### config.mk
export PLATFORM = sky130hd
export DESIGN_NAME = pcm_bridge_fetcher
export DESIGN_NICKNAME = d
export VERILOG_FILES = /design/src/rtl/pcm_bridge_fetcher.sv
export SDC_FILE = /design/constraint.sdc
export NUM_CORES = 1
export LEC_CHECK = 0
export BUFFER_PORTS_ARGS = -buffer_cell sky130_fd_sc_hd__buf_2
export CAP_MARGIN = 20
export CORE_ASPECT_RATIO = 0.9
export CORE_MARGIN = 2
export CORE_UTILIZATION = 45
export DETAILED_ROUTE_END_ITERATION = 8
export GPL_TIMING_DRIVEN = 0
export PLACE_DENSITY = 0.61
export SLEW_MARGIN = 20
export SYNTH_ARGS = -nofsm -noshare
export SYNTH_HDL_FRONTEND = slang
export SYNTH_SLANG_ARGS = --single-unit
export TNS_END_PERCENT = 100
### constraint.sdc
create_clock -name clk_clk -period 11.88 [get_ports clk_clk]
set_clock_uncertainty 0.1 [all_clocks]
set_input_delay 1.188 -clock clk_clk [delete_from_list [all_inputs] [get_ports clk_clk]]
set_output_delay 1.188 -clock clk_clk [all_outputs]
set_load 0.01 [all_outputs]
### src/rtl/pcm_bridge_fetcher.sv
// Bridge read master: streams a block of 16-bit PCM words from SDRAM
// into a show-ahead sample FIFO drained over a valid/ready stream.
module pcm_bridge_fetcher #(
  parameter int ADDR_W     = 26,
  parameter int LEN_W      = 24,
  parameter int FIFO_DEPTH = 16,
  parameter int TIMEOUT    = 255
) (
  input  logic                          clk_clk,
  input  logic                          reset_reset,
  input  logic                          start,
  input  logic [ADDR_W-1:0]             base_addr,
  input  logic [LEN_W-1:0]              length,
  output logic                          busy,
  output logic                          done,
  output logic                          error,
  output logic [ADDR_W-1:0]             bridge_address,
  output logic [1:0]                    bridge_byte_enable,
  output logic                          bridge_read,
  output logic                          bridge_write,
  output logic [15:0]                   bridge_write_data,
  input  logic                          bridge_acknowledge,
  input  logic [15:0]                   bridge_read_data,
  output logic [15:0]                   sample_data,
  output logic                          sample_valid,
  input  logic                          sample_ready,
  output logic [$clog2(FIFO_DEPTH):0]   fifo_level
);

  localparam int PTR_W = $clog2(FIFO_DEPTH);
  localparam int LVL_W = PTR_W + 1;
  localparam int TO_W  = $clog2(TIMEOUT + 1);

  typedef enum logic [1:0] {
    IDLE, ISSUE, WAIT, DONE
  } state_t;

  state_t             state;
  logic [ADDR_W-1:0]  addr;
  logic [LEN_W-1:0]   remaining;
  logic [TO_W-1:0]    tcnt;
  logic [15:0]        mem [FIFO_DEPTH];
  logic [PTR_W-1:0]   wr_ptr;
  logic [PTR_W-1:0]   rd_ptr;
  logic               push;
  logic               pop;
  logic               unused_base_bit0;

  assign unused_base_bit0  = base_addr[0];
  assign bridge_write      = 1'b0;
  assign bridge_write_data = 16'h0000;

  assign push         = (state == WAIT) && bridge_acknowledge;
  assign pop          = sample_ready && sample_valid;
  assign sample_valid = (fifo_level != '0);
  assign sample_data  = mem[rd_ptr];

  always_ff @(posedge clk_clk or posedge reset_reset) begin
    if (reset_reset) begin
      state              <= IDLE;
      addr               <= '0;
      remaining          <= '0;
      tcnt               <= '0;
      busy               <= 1'b0;
      done               <= 1'b0;
      error              <= 1'b0;
      bridge_read        <= 1'b0;
      bridge_byte_enable <= 2'b00;
      bridge_address     <= '0;
    end else begin
      done <= 1'b0;
      unique case (state)
        IDLE: begin
          if (start) begin
            error <= 1'b0;
            if (length != '0) begin
              addr      <= {base_addr[ADDR_W-1:1], 1'b0};
              remaining <= length;
              busy      <= 1'b1;
              state     <= ISSUE;
            end else begin
              done <= 1'b1;
            end
          end
        end
        ISSUE: begin
          // Only issue when a slot is free, so the ack push never overflows
          if (fifo_level < LVL_W'(FIFO_DEPTH)) begin
            bridge_read        <= 1'b1;
            bridge_byte_enable <= 2'b11;
            bridge_address     <= addr;
            tcnt               <= '0;
            state              <= WAIT;
          end
        end
        WAIT: begin
          if (bridge_acknowledge) begin
            bridge_read        <= 1'b0;
            bridge_byte_enable <= 2'b00;
            addr               <= addr + ADDR_W'(2);
            remaining          <= remaining - LEN_W'(1);
            state <= (remaining == LEN_W'(1)) ? DONE : ISSUE;
          end else if (tcnt == TO_W'(TIMEOUT - 1)) begin
            bridge_read        <= 1'b0;
            bridge_byte_enable <= 2'b00;
            error              <= 1'b1;
            busy               <= 1'b0;
            state              <= IDLE;
          end else begin
            tcnt <= tcnt + TO_W'(1);
          end
        end
        DONE: begin
          done  <= 1'b1;
          busy  <= 1'b0;
          state <= IDLE;
        end
        default: state <= IDLE;
      endcase
    end
  end

  always_ff @(posedge clk_clk or posedge reset_reset) begin
    if (reset_reset) begin
      wr_ptr     <= '0;
      rd_ptr     <= '0;
      fifo_level <= '0;
      for (int i = 0; i < FIFO_DEPTH; i++) begin
        mem[i] <= 16'h0000;
      end
    end else begin
      if (push) begin
        mem[wr_ptr] <= bridge_read_data;
        wr_ptr      <= wr_ptr + PTR_W'(1);
      end
      if (pop) begin
        rd_ptr <= rd_ptr + PTR_W'(1);
      end
      if (push && !pop) begin
        fifo_level <= fifo_level + LVL_W'(1);
      end else if (pop && !push) begin
        fifo_level <= fifo_level - LVL_W'(1);
      end
    end
  end

endmodule

-- Word-level counts from Yosys, hierarchy flattened
Index checks and enable logic that the tools add are counted.
- register bits after elaboration: 361
- bits in latches: 0
- memory bits (writable): 0
- memory bits (read-only): 0
- input bits: 71
- memories kept: 0
- add/subtract/negate cells: 7
- multiply operators: 0
- div/mod/pow operators: 0
- order comparisons: 4
- equality and inequality tests: 13
- shifts and indexed selects: 0
- muxes and demuxes: 45
- bitwise gates (word level): 2
- reduce and logical (&&, ||, !) cells: 21
- operator list (cell ; number):
    256-bit bitwise mux ; 1
    26-bit two-way mux ; 3
    24-bit two-way mux ; 3
    16-bit binary-select mux with 4-bit select ; 1
    16-bit demux with 4-bit select ; 1
    26-bit case mux with 2 select lines ; 1
    16-bit two-way mux ; 3
    24-bit case mux with 2 select lines ; 1
    26-bit by 2-bit adder with 26-bit output, second input constant ; 1
    24-bit by 1-bit == test with 1-bit output, second input constant ; 1
    8-bit two-way mux ; 3
    24-bit nonzero test ; 1
    24-bit by 1-bit subtractor with 24-bit output, second input constant ; 1
    2-bit two-way mux ; 8
    8-bit case mux with 2 select lines ; 1
    4-bit AND reduction ; 4
    2-bit != test, second input constant ; 6
    1-bit two-way mux ; 11
    5-bit greater-or-equal comparator, second input constant ; 2
    5-bit two-way mux ; 2
    4-bit inverter with 5-bit output ; 2
    4-bit by 1-bit adder with 4-bit output, second input constant ; 2
    8-bit by 1-bit adder with 8-bit output, second input constant ; 1
    8-bit == test, second input constant ; 1
    21 further kinds ; 31

-- Logic depth before layout (Yosys ltp)
Gate-level depths: netlist of run 1.
- word-level depth: 6
- mapped depth: 14
- gate-level depth less buffers: 11

-- Worst setup path before layout of run 1
Ideal clock, no wire load.
- path type: register to output
- from: register rd_ptr[0]
- to: output port sample_data[0]
- arrival: 1.951 ns
- data required time: 10.592 ns
- path slack: 8.641 ns
- cell stages (with the launch flop): 5
- path through: dfrtp_1 buf_2 buf_2 mux4_2 mux4_2
- word-level cells in the longest chain between the ends: 4
- ends and longest elaborated chain (item ; RTL line ; source):
    start, declared ; 44 ; logic [PTR_W-1:0] rd_ptr;
    start signal, assigned ; 137 ; rd_ptr <= rd_ptr + PTR_W'(1);
    4-bit inverter with 5-bit output (implied by the code) ; 56 ; assign sample_data = mem[rd_ptr];
    16-bit binary-select mux with 4-bit select ; 56 ;
    16-bit two-way mux (implied by the code) (2 in series) ; 56 ;
    end, declared ; 24 ; output logic [15:0] sample_data,
Every way passes these cells. The select of a mux whose other input is x is not followed.

-- Final worst setup path of run 1
- from: register rd_ptr[1]
- to: output port sample_data[8]
Same word-level chain as after synthesis.

==> qor.yml, run 1 <==
run_status: "finished clean"
crit_fanout: 10
final.setup.tns_ns: 0
finalWorstPathRequiredPeriod_ns: 4.66
drv_cap: 0
post_cts_buffers: 0
ys_seq_elements: 357
grt-ovfl-total: 0
die_w_um: 209
num_rows: 67
worst_pin_slew_ns: 0.917
synth_cell_types: 64
dp_slack_ns: 7.74
avgSynthCellArea_um2: 13.5
num_antenna_cells: 0
grt_antenna_before_repair: 0
synth-edff-count: 0
cellLeakagePower_nw: 9.08
hold_viol: 0
rsz0062_at_grt: "false"
post-route-drc-count: 0
ctsResizeCount: 0
num_vias: 11300
power_switching_w: 0.00171
drt_iter0_markers: 763
via_per_inst: 5.74
grt_pass1_wl_um: 65900
synthCells: 1264
crit_slowest_cell: "clkbuf_1"
combPwrFrac_pct: 36.1
path_clk_slew_ns: 0.06
clockRootBuffer: "clkbuf_16"
ir_worst_vdd_mv: 0.112
coreArea_mm2: 0.0374
final_area_mm2: 0.0198
postCtsHoldBufs: 0
area_growth_pct: 15.8
hold_class: "reg2reg"
critPathLaunchType: "flip-flop"
cts_buffer_depth: 3
pwr-share-clk_pct: 25.2
critPathMaxStageDelay_ns: 0.67
dpl_cell_area_mm2: 0.0185
gp_congestion: 0.890
path_cells: "clkbuf_1, buf_1, mux4_2, mux4_2, buf_2"
layout_setup_ws_ns: 7.22
crit_arrival_ns: 3.37
io_pins: 142
maxSlewHeadroom_pct: 38.9
drive_gt1_share_pct: 41.1
die_area_mm2: 0.0396
final_max_slew_viol_count: 0
grt_max_degree: 105
port-buffer-count: 122
yosysWarnings: 0
max_freq_mhz: 215
cts_tree: "done"
cp_common_cell: "mux4_2"
ys_async_sr_fraction_pct: 100
grt_pass1_vias: 11300
synthFlopType: "dfrtp_1"
fin_util_pct: 53.0
internal_power_w: 0.00329
seq_area_frac_synth_pct: 52.2
power.density_mw_per_mm2: 252
grt_usage_pct: 21.2
swShare_pct: 34.2
wirelength_um: 41000
final_nets: 1537
critPathRequiredTime_ns: 10.59
syn_area_mm2: 0.0171
drt_first_pass_iters: 5
die_h_um: 189
p_seq_share_pct: 38.8
clk_latency_ns: 0.53
htree_levels: 2
timing.hold.ws_ns: 0.377
end_kind: "output port"
period_share_pct: 39.2
detail_route.wl_per_cell_um: 20.9
crit_type: "reg2out"
cts.sinks: 357
initial_utilization_pct: 45.7
postRouteAntennaNets: 0
place_hpwl_um: 29400
setup_violations: 0
numCtsBuffers: 39
## layer usage
metal,share of wire (%),track usage [%],vias to the layer above,routed length [um]
met5,0,0,-,0
met4,1.8,5.65,0,737
met3,5.6,3.62,54,2300
met2,45,32.4,325,18700
met1,47,31.6,5797,19300
li1,-,-,5075,-
## power by group through the flow
| stage | registers [W] | logic, W | clock network (W) |
|---|---|---|---|
| floorplan | 0.00189 | 0.00130 | 0 |
| global placement | 0.00193 | 0.00177 | 0 |
| detailed placement | 0.00195 | 0.00181 | 0 |
| CTS | 0.00193 | 0.00182 | 0.00129 |
| global route | 0.00199 | 0.00196 | 0.00134 |
| finish | 0.00194 | 0.00180 | 0.00126 |
## critical path, delay by kind of cell, from the launching register on
kind     cells  cell delay, ns
flops        1            0.40
mux          2            0.99
buf+inv      3            1.44
## cell families after synthesis
| family | after synthesis | share of synthesized area (%) |
|---|---|---|
| xor gates and xnor gates | 16 | 0.819 |
| other | 1 | 0.0219 |
| and+or+nand+nor | 222 | 6.77 |
| DFF | 357 | 52.2 |
| muxes | 363 | 29.2 |
| AOI/OAI and AO/OA | 166 | 6.29 |
| buffers and inverters | 120 | 3.28 |
| adders and majority gates | 19 | 1.43 |
## worst paths after layout
kind,start,endpoint,slack [ns],cells after the start
max,rd_ptr[1],sample_data[8],7.22,5
min in group asynchronous,reset_reset,mem[188],0.60,2
min,bridge_address[7],bridge_address[7],0.38,2
max reg2reg,state[0],fifo_level[4],8.60,14
min reg2reg,bridge_address[7],bridge_address[7],0.38,2
max in group asynchronous,reset_reset,bridge_address[15],9.26,5
## placed cells by master, fill, tap and decap left out, types with 33 or more instances in the layout
master / Yosys / routed
dfrtp_1: 357 / 357
a21oi_1: 41 / 41
o21ai_0: 43 / 43
clkbuf_16: 0 / 40
buf_2: 28 / 150
mux2_2: 281 / 281
nand3_1: 33 / 33
mux4_2: 80 / 80
nor2_1: 49 / 49
clkbuf_1: 48 / 53
nand2_1: 48 / 48
## Yosys cell counts, types with 5 or more instances
cell | number | area, um^2
a2bb2oi_1 | 13 | 114
nand2b_1 | 7 | 43.8
o21ai_0 | 43 | 215
or3_1 | 7 | 43.8
nor4_1 | 7 | 43.8
o32ai_1 | 6 | 52.6
buf_1 | 9 | 33.8
o31ai_1 | 5 | 37.5
o22ai_1 | 11 | 68.8
or4_1 | 6 | 45.0
buf_2 | 28 | 140
dfrtp_1 | 357 | 8930
ha_1 | 18 | 225
xor2_1 | 6 | 52.6
a22oi_1 | 9 | 67.6
buf_4 | 20 | 150
nor2_1 | 49 | 184
mux4_2 | 80 | 1800
nand3_1 | 33 | 165
nand2_1 | 48 | 180
inv_1 | 15 | 56.3
clkbuf_1 | 48 | 180
nand4_1 | 20 | 125
nor2b_1 | 5 | 31.3
xnor2_1 | 10 | 87.6
mux2_2 | 281 | 3160
a21oi_1 | 41 | 205
nor3_1 | 15 | 75.1
a21o_1 | 5 | 37.5
## stage by stage
| step | total power (W) | cells |
|---|---|---|
| after global placement | 0.00370 | 1886 |
| final | 0.00499 | 1959 |
| after floorplan | 0.00318 | 1281 |
| after detailed placement | 0.00376 | 1889 |
| after CTS | 0.00504 | 1959 |
| after global routing | 0.00530 | 1959 |
## flip-flops by register name, indices dropped and copies added (netlist names), 2 cells and up
register,count
mem,256
addr,25
bridge_address,25
remaining,24
tcnt,8
fifo_level,5
rd_ptr,4
wr_ptr,4
state,2
## layout make-up
| type | instances | area [um^2] |
|---|---|---|
| Tap cell | 483 | 604 |
| Multi-Input combinational cell | 804 | 7670 |
| Timing Repair Buffer | 125 | 693 |
| Inverter | 15 | 63.8 |
| Clock buffer | 53 | 1130 |
| Buffer | 105 | 504 |
| Sequential cell | 357 | 8930 |
| Fill cell | 3231 | 17600 |
| Clock inverter | 17 | 200 |
(Power assumes the default switching activity.)
==> run 2: changes to the inputs <==
--- a/config.mk
+++ b/config.mk
@@ -5,6 +5,7 @@
 export SDC_FILE = /design/constraint.sdc
 export NUM_CORES = 1
 export LEC_CHECK = 0
+export ABC_AREA = 1
 export BUFFER_PORTS_ARGS = -buffer_cell sky130_fd_sc_hd__buf_2
 export CAP_MARGIN = 20
 export CORE_ASPECT_RATIO = 0.9
==> constraint.sdc (replaced) <==
create_clock -name clk_clk -period 4.2 [get_ports clk_clk]
set_clock_uncertainty 0.1 [all_clocks]
set_input_delay 0.42 -clock clk_clk [delete_from_list [all_inputs] [get_ports clk_clk]]
set_output_delay 0.42 -clock clk_clk [all_outputs]
set_load 0.01 [all_outputs]
==> run 2 against run 1 <==
Global-route usage increased by 9.0 points. Clock-buffer cell count increased by 6. Register-to-register slack got worse by 7.2 ns. Total power increased to 3.2 times the previous value. Combinational power increased to 3.9 times the previous value. Via count increased by 48%. Worst setup slack got worse by 6.5 ns. Sequential power increased to 2.9 times the previous value. Sequential share of layout area decreased by 2.2 points. Clock power increased to 3.0 times the previous value. Non-clock buffer count increased by 69. Critical path type unchanged. Largest cell class unchanged.
==> qor.yml, run 2 <==
crit_arrival_ns: 2.93  # -0.44 ns
worstHoldStart: "base_addr[16]"
ctsResizeCount: 0  # unchanged
ys_async_sr_fraction_pct: 100  # unchanged
grt_antenna_before_repair: 1  # +1
port-buffer-count: 122  # unchanged
gp_congestion: 0.914  # +2.7%
maxSlewHeadroom_pct: 36.9  # -2.0 points
cts_tree: "done"
initial_utilization_pct: 45.4  # -0.38 points
synth_most_common_cell: "nand2_1"
synth_xor_area_share_pct: 0.542  # -0.28 points
numCtsBuffers: 41  # +5.1%
clk_latency_ns: 0.58  # +0.05 ns
die_area_mm2: 0.0411  # +3.9%
hold_viol: 0  # unchanged
detail_route.wl_per_cell_um: 19.7  # -6.1%
r2r-end: "fifo_level[4]"
grt_max_degree: 36  # -66%
regToRegSetupSlack_ns: 1.43  # -7.17 ns
grt_pass1_wl_um: 93400  # +42%
drv_cap: 0  # unchanged
grt_pass1_vias: 15600  # +38%
hold_end: "addr[16]"
ys_seq_elements: 357  # unchanged
critPathMaxStageDelay_ns: 0.64  # -0.03 ns
drive_gt1_share_pct: 11.1  # -30 points
run_status: "finished clean"
synth_top_family_by_area: "simple AND/OR/NAND/NOR gates"
min_path_cells: 5  # +3
power.density_mw_per_mm2: 779  # +210%
hold_class: "in2reg"
via_per_inst: 5.43  # -5.4%
synth_top_area_cell: "dfrtp_1"
synth-compound-area-share_pct: 17.0  # +11 points
num_antenna_cells: 0  # unchanged
period_share_pct: 82.1
reg2reg_depth: 12  # -2
drt_first_pass_iters: 6  # +1
die_w_um: 214  # +1.9%
path_cells: "buf_2, buf_1, nor2_1, o21ai_0, o211ai_1, o211ai_1, nand2_1, buf_2"
seq_area_frac_synth_pct: 50.2  # -2.0 points
die_h_um: 193  # +1.9%
critPathLaunchType: "flip-flop"
reg_top3: "mem: 256 flops, addr: 25 flops, bridge_address: 25 flops"
final.setup.tns_ns: 0  # unchanged
yosys-top-cells-area: "dfrtp_1, nand2_1, o21ai_0, nor2_1, o211ai_1"
cts.sinks: 357  # unchanged
finalWorstPathRequiredPeriod_ns: 3.45
p_total_w: 0.0162  # +220%
path_clk_slew_ns: 0.06  # about the same
yosysWarnings: 0  # unchanged
area_growth_pct: 17.1
yosys.area_share.simple_pct: 23.7  # +17 points
mostFrequentLayoutCell: "nand2_1"
synth_cell_types: 36  # -44%
wirelength_um: 60400  # +47%
synth_fa_ha_area_share_pct: 1.38  # -0.055 points
synthTopCellsByCount: "nand2_1, o21ai_0, dfrtp_1"
synth_largest_type_area_fraction_pct: 50.2  # -2.0 points
largest_reg_flops: 256  # unchanged
drt_iter0_markers: 1680  # +120%
cellLeakagePower_nw: 9.96  # +9.7%
syn_area_mm2: 0.0178  # +4.0%
post-route-drc-count: 0  # unchanged
grt_usage_pct: 30.2  # +9.0 points
final_max_slew_viol_count: 0  # unchanged
synth_mux_area_share_pct: 0  # -29 points
synthCells: 2313  # +83%
critPathRequiredTime_ns: 3.68  # -6.91 ns
htree_levels: 2  # unchanged
final_nets: 2599  # +69%
dpl_cell_area_mm2: 0.0194  # +5.0%
crit_fanout: 10  # unchanged
end_kind: "output port"
clockRootBuffer: "clkbuf_16"
num_vias: 16700  # +48%
num_rows: 69  # +3.0%
fin_util_pct: 53.1  # +0.17 points
coreArea_mm2: 0.0392  # +4.8%
ir_worst_vdd_mv: 0.443  # +300%
io_pins: 142  # unchanged
grt-ovfl-total: 0  # unchanged
avgSynthCellArea_um2: 7.69  # -43%
crit_slowest_cell: "buf_1"
synthFlopType: "dfrtp_1"
top_register: "mem"
synth-edff-count: 0  # unchanged
crit_type: "reg2out"
r2r-start: "state[1]"
place_hpwl_um: 45100  # +54%
postRouteAntennaNets: 0  # unchanged
rsz0062_at_grt: "false"
worst_pin_slew_ns: 0.947  # +0.0303 ns
final_cell_mix: "nand2_1, o21ai_0, dfrtp_1"
cts_buffer_depth: 3  # unchanged
max_freq_mhz: 290
final_area_mm2: 0.0208  # +5.2%
setup_violations: 0  # unchanged
run 2: metrics by stage:
stage	hold WS [ns]	setup WS, ns	instances
after floorplan	0.348	-1.10	2330
after global placement	0.356	-3.40	2984
after detailed placement	0.340	1.45	2997
after CTS	0.0270	0.858	3073
after global routing	0.0555	0.653	3073
final	0.0374	0.752	3073
run 2: metal layers:
layer  up-vias  share of wire [%]  track usage, %
li1       7902                  -               -
met1      8015                 46            46.0
met2       682                 42            43.3
met3        89                9.0            5.97
met4         0                2.5            8.81
met5         -                  0               0
run 2: worst max-delay path by stage:
stage	from	end	slack (ns)	depth (start not counted)
3_5_place_dp	state[1]	fifo_level[4]	1.45	12
2_1_floorplan	reset_reset	addr[10]	-1.10	1
5_1_grt	rd_ptr[0]	sample_data[13]	0.65	8
3_3_place_gp	reset_reset	mem[89]	-3.40	2
6_report	rd_ptr[1]	sample_data[10]	0.75	8
4_1_cts	rd_ptr[0]	sample_data[13]	0.86	8
run 2: final cells by class:
cell class	instances	area, um^2
Multi-Input combinational cell	1680	7630
Buffer	163	793
Inverter	130	492
Tap cell	532	666
Clock buffer	59	1270
Fill cell	3877	18400
Clock inverter	16	151
Sequential cell	357	8930
Timing Repair Buffer	136	896
run 2: where the power goes:
group | switching [W] | internal (W) | total [W]
clock | 0.00153 | 0.00223 | 0.00375
sequential | 0.000870 | 0.00468 | 0.00555
combinational | 0.00474 | 0.00219 | 0.00693
run 2: what timing repair did:
item                                   in CTS  in global routing
buffers inserted                            0                  0
endpoints found under the hold margin      10                  0
hold buffers                                1                  0
run 2: kinds of logic (layout without fill, tap and decap cells):
kind of cell,Yosys count,count (layout)
simple gates,1066,1066
compound gates,566,566
flops,357,357
buf+inv,293,504
fa+ha+maj,19,19
xor+xnor,11,11
other cells,1,18
run 2: critical path, delay by kind of cell (launching register included):
family                 cells  cell delay, ns
buffers and inverters      3            1.02
AND/OR/NAND/NOR            2            0.26
flip-flops                 1            0.41
AO/OA/AOI/OAI              3            0.66
==> run 3: changes to the inputs <==
--- a/config.mk
+++ b/config.mk
@@ -13,7 +13,7 @@
 export CORE_UTILIZATION = 45
 export DETAILED_ROUTE_END_ITERATION = 8
 export GPL_TIMING_DRIVEN = 0
-export PLACE_DENSITY = 0.61
+export PLACE_DENSITY = 0.59
 export SLEW_MARGIN = 20
 export SYNTH_ARGS = -nofsm -noshare
 export SYNTH_HDL_FRONTEND = slang
==> constraint.sdc (replaced) <==
create_clock -name clk_clk -period 3.42 [get_ports clk_clk]
set_clock_uncertainty 0.1 [all_clocks]
set_input_delay 0.342 -clock clk_clk [delete_from_list [all_inputs] [get_ports clk_clk]]
set_output_delay 0.342 -clock clk_clk [all_outputs]
set_load 0.01 [all_outputs]
==> run 3 against run 2 <==
Global-route usage barely moved. Sequential power up 23%. Highest routed layer unchanged. Critical path depth decreased by 1. Largest cell class unchanged. Largest power group unchanged. Cell count is 0.42% higher. Routed wire length increased by 0.30%. Combinational power increased by 24%. Clock-buffer cell count up 1. Hold slack lost 0.023 ns. Critical endpoint is now sample_data[12].
==> qor.yml, run 3 (synthesis gave the netlist of run 2 again) <==
grt_antenna_before_repair: 3  # +2
rsz0062_at_grt: "false"
ir_worst_vdd_mv: 0.421  # -4.9%
final_cell_mix: "nand2_1, o21ai_0, dfrtp_1"
wirelength_um: 60600  # +0.30%
numCtsBuffers: 42  # +2.4%
drt_iter0_markers: 1690  # +0.60%
crit_arrival_ns: 2.91  # -0.02 ns
num_vias: 16500  # -1.3%
reg_top3: "mem: 256 flops, addr: 25 flops, bridge_address: 25 flops"
crit_type: "reg2out"
cts.sinks: 357  # unchanged
post-route-drc-count: 0  # unchanged
postRouteAntennaNets: 0  # unchanged
clk_latency_ns: 0.57  # about the same
gp_congestion: 0.917  # +0.33%
max_freq_mhz: 299
final_max_slew_viol_count: 0  # unchanged
coreArea_mm2: 0.0392  # unchanged
fin_util_pct: 53.5  # +0.41 points
via_per_inst: 5.34  # -1.7%
grt-ovfl-total: 0  # unchanged
drt_first_pass_iters: 5  # -1
nFillCells: 3904  # +0.70%
maxSlewHeadroom_pct: 38.9  # +2.1 points
final_nets: 2611  # +0.46%
drive_gt1_share_pct: 11.4  # +0.34 points
power.density_mw_per_mm2: 957  # +23%
dp_slack_ns: 0.352  # -1.10 ns
area_growth_pct: 18.0
run_status: "finished clean"
top_register: "mem"
finalWorstPathRequiredPeriod_ns: 3.35
num_rows: 69  # unchanged
cts_tree: "done"
mostFrequentLayoutCell: "nand2_1"
path_clk_slew_ns: 0.06  # about the same
multi_input_area_mm2: 0.00763  # unchanged
initial_utilization_pct: 45.4  # unchanged
grt_pass1_vias: 15500  # -0.90%
worst_pin_slew_ns: 0.916  # -0.0311 ns
hold_viol: 0  # unchanged
cts_buffer_depth: 3  # unchanged
largest_reg_flops: 256  # unchanged
drv_cap: 0  # unchanged
detail_route.wl_per_cell_um: 19.6  # -0.12%
htree_levels: 2  # unchanged
grt_max_degree: 35  # -2.8%
cellLeakagePower_nw: 10.1  # +0.99%
die_h_um: 193  # unchanged
grt_usage_pct: 30.2  # about the same
p_total_w: 0.0201  # +24%
end_kind: "output port"
port-buffer-count: 122  # unchanged
num_antenna_cells: 0  # unchanged
layout_setup_ws_ns: 0.0726  # -0.679 ns
regArea_mm2: 0.00893  # about the same
clockRootBuffer: "clkbuf_16"
critPathRequiredTime_ns: 2.98  # -0.70 ns
io_pins: 142  # unchanged
setup_violations: 0  # unchanged
die_w_um: 214  # unchanged
hold_class: "in2reg"
period_share_pct: 97.9
post_cts_buffers: 0  # unchanged
crit_fanout: 10  # unchanged
grt_pass1_wl_um: 92500  # -0.93%
critPathLaunchType: "flip-flop"
place_hpwl_um: 44900  # -0.26%
die_area_mm2: 0.0411  # unchanged
-- run 3: final cells by class --
class                           count  area share, %
Inverter                          130           2.34
Tap cell                          532           3.17
Multi-Input combinational cell   1680           36.4
Clock inverter                     17          0.990
Clock buffer                       60           5.90
Timing Repair Buffer              147           4.79
Buffer                            163           3.88
Sequential cell                   357           42.6
-- run 3: critical path: stages, from the launching register on --
cell      delay, ns
dfrtp_1        0.36
clkbuf_1       0.24
inv_1          0.16
buf_1          0.70
o211ai_1       0.29
nand3_1        0.28
nand2_1        0.14
buf_2          0.16
-- run 3: final timing paths --
kind | endpoint | depth (start not counted) | slack [ns] | start
setup reg to reg | addr[2] | 11 | 0.49 | state[1]
setup / recovery | sample_data[12] | 7 | 0.07 | rd_ptr[2]
max in group asynchronous | mem[6] | 10 | 1.29 | reset_reset
min in group asynchronous | fifo_level[1] | 3 | 0.17 | reset_reset
hold / removal | addr[7] | 5 | 0.01 | base_addr[7]
hold reg to reg | mem[245] | 2 | 0.38 | mem[245]
-- run 3: through the flow --
stage	hold slack, ns	instance area [um^2]	TNS (ns)	std cells
floorplan	0.348	17800	-644.86	2330
global placement	0.360	19100	-1466.09	2984
detailed placement	0.210	19400	0	2997
CTS	0.000735	21000	0	3086
global route	0.0212	21000	0	3086
finish	0.0148	21000	0	3086
-- run 3: per-layer routing --
metal	GRT usage [%]	part of all wire [%]	vias up
li1	-	-	7913
met1	44.7	47	7906
met2	44.2	42	575
met3	7.47	9.2	77
met4	7.72	1.9	0
met5	0	0	-
-- run 3: repair_timing --
action                                  CTS  global route
hold endpoints to repair                 74             0
pin swaps                                 0             1
hold buffers                             12             0
gates resized for setup                   2            22
endpoints found under the setup margin    7            14
cloned                                    0             0
-- run 3: power breakdown --
group          switching, W  internal [W]  leakage, nW
Clock               0.00186       0.00283        0.723
Sequential          0.00107       0.00575         4.74
Combinational       0.00586       0.00272         4.60
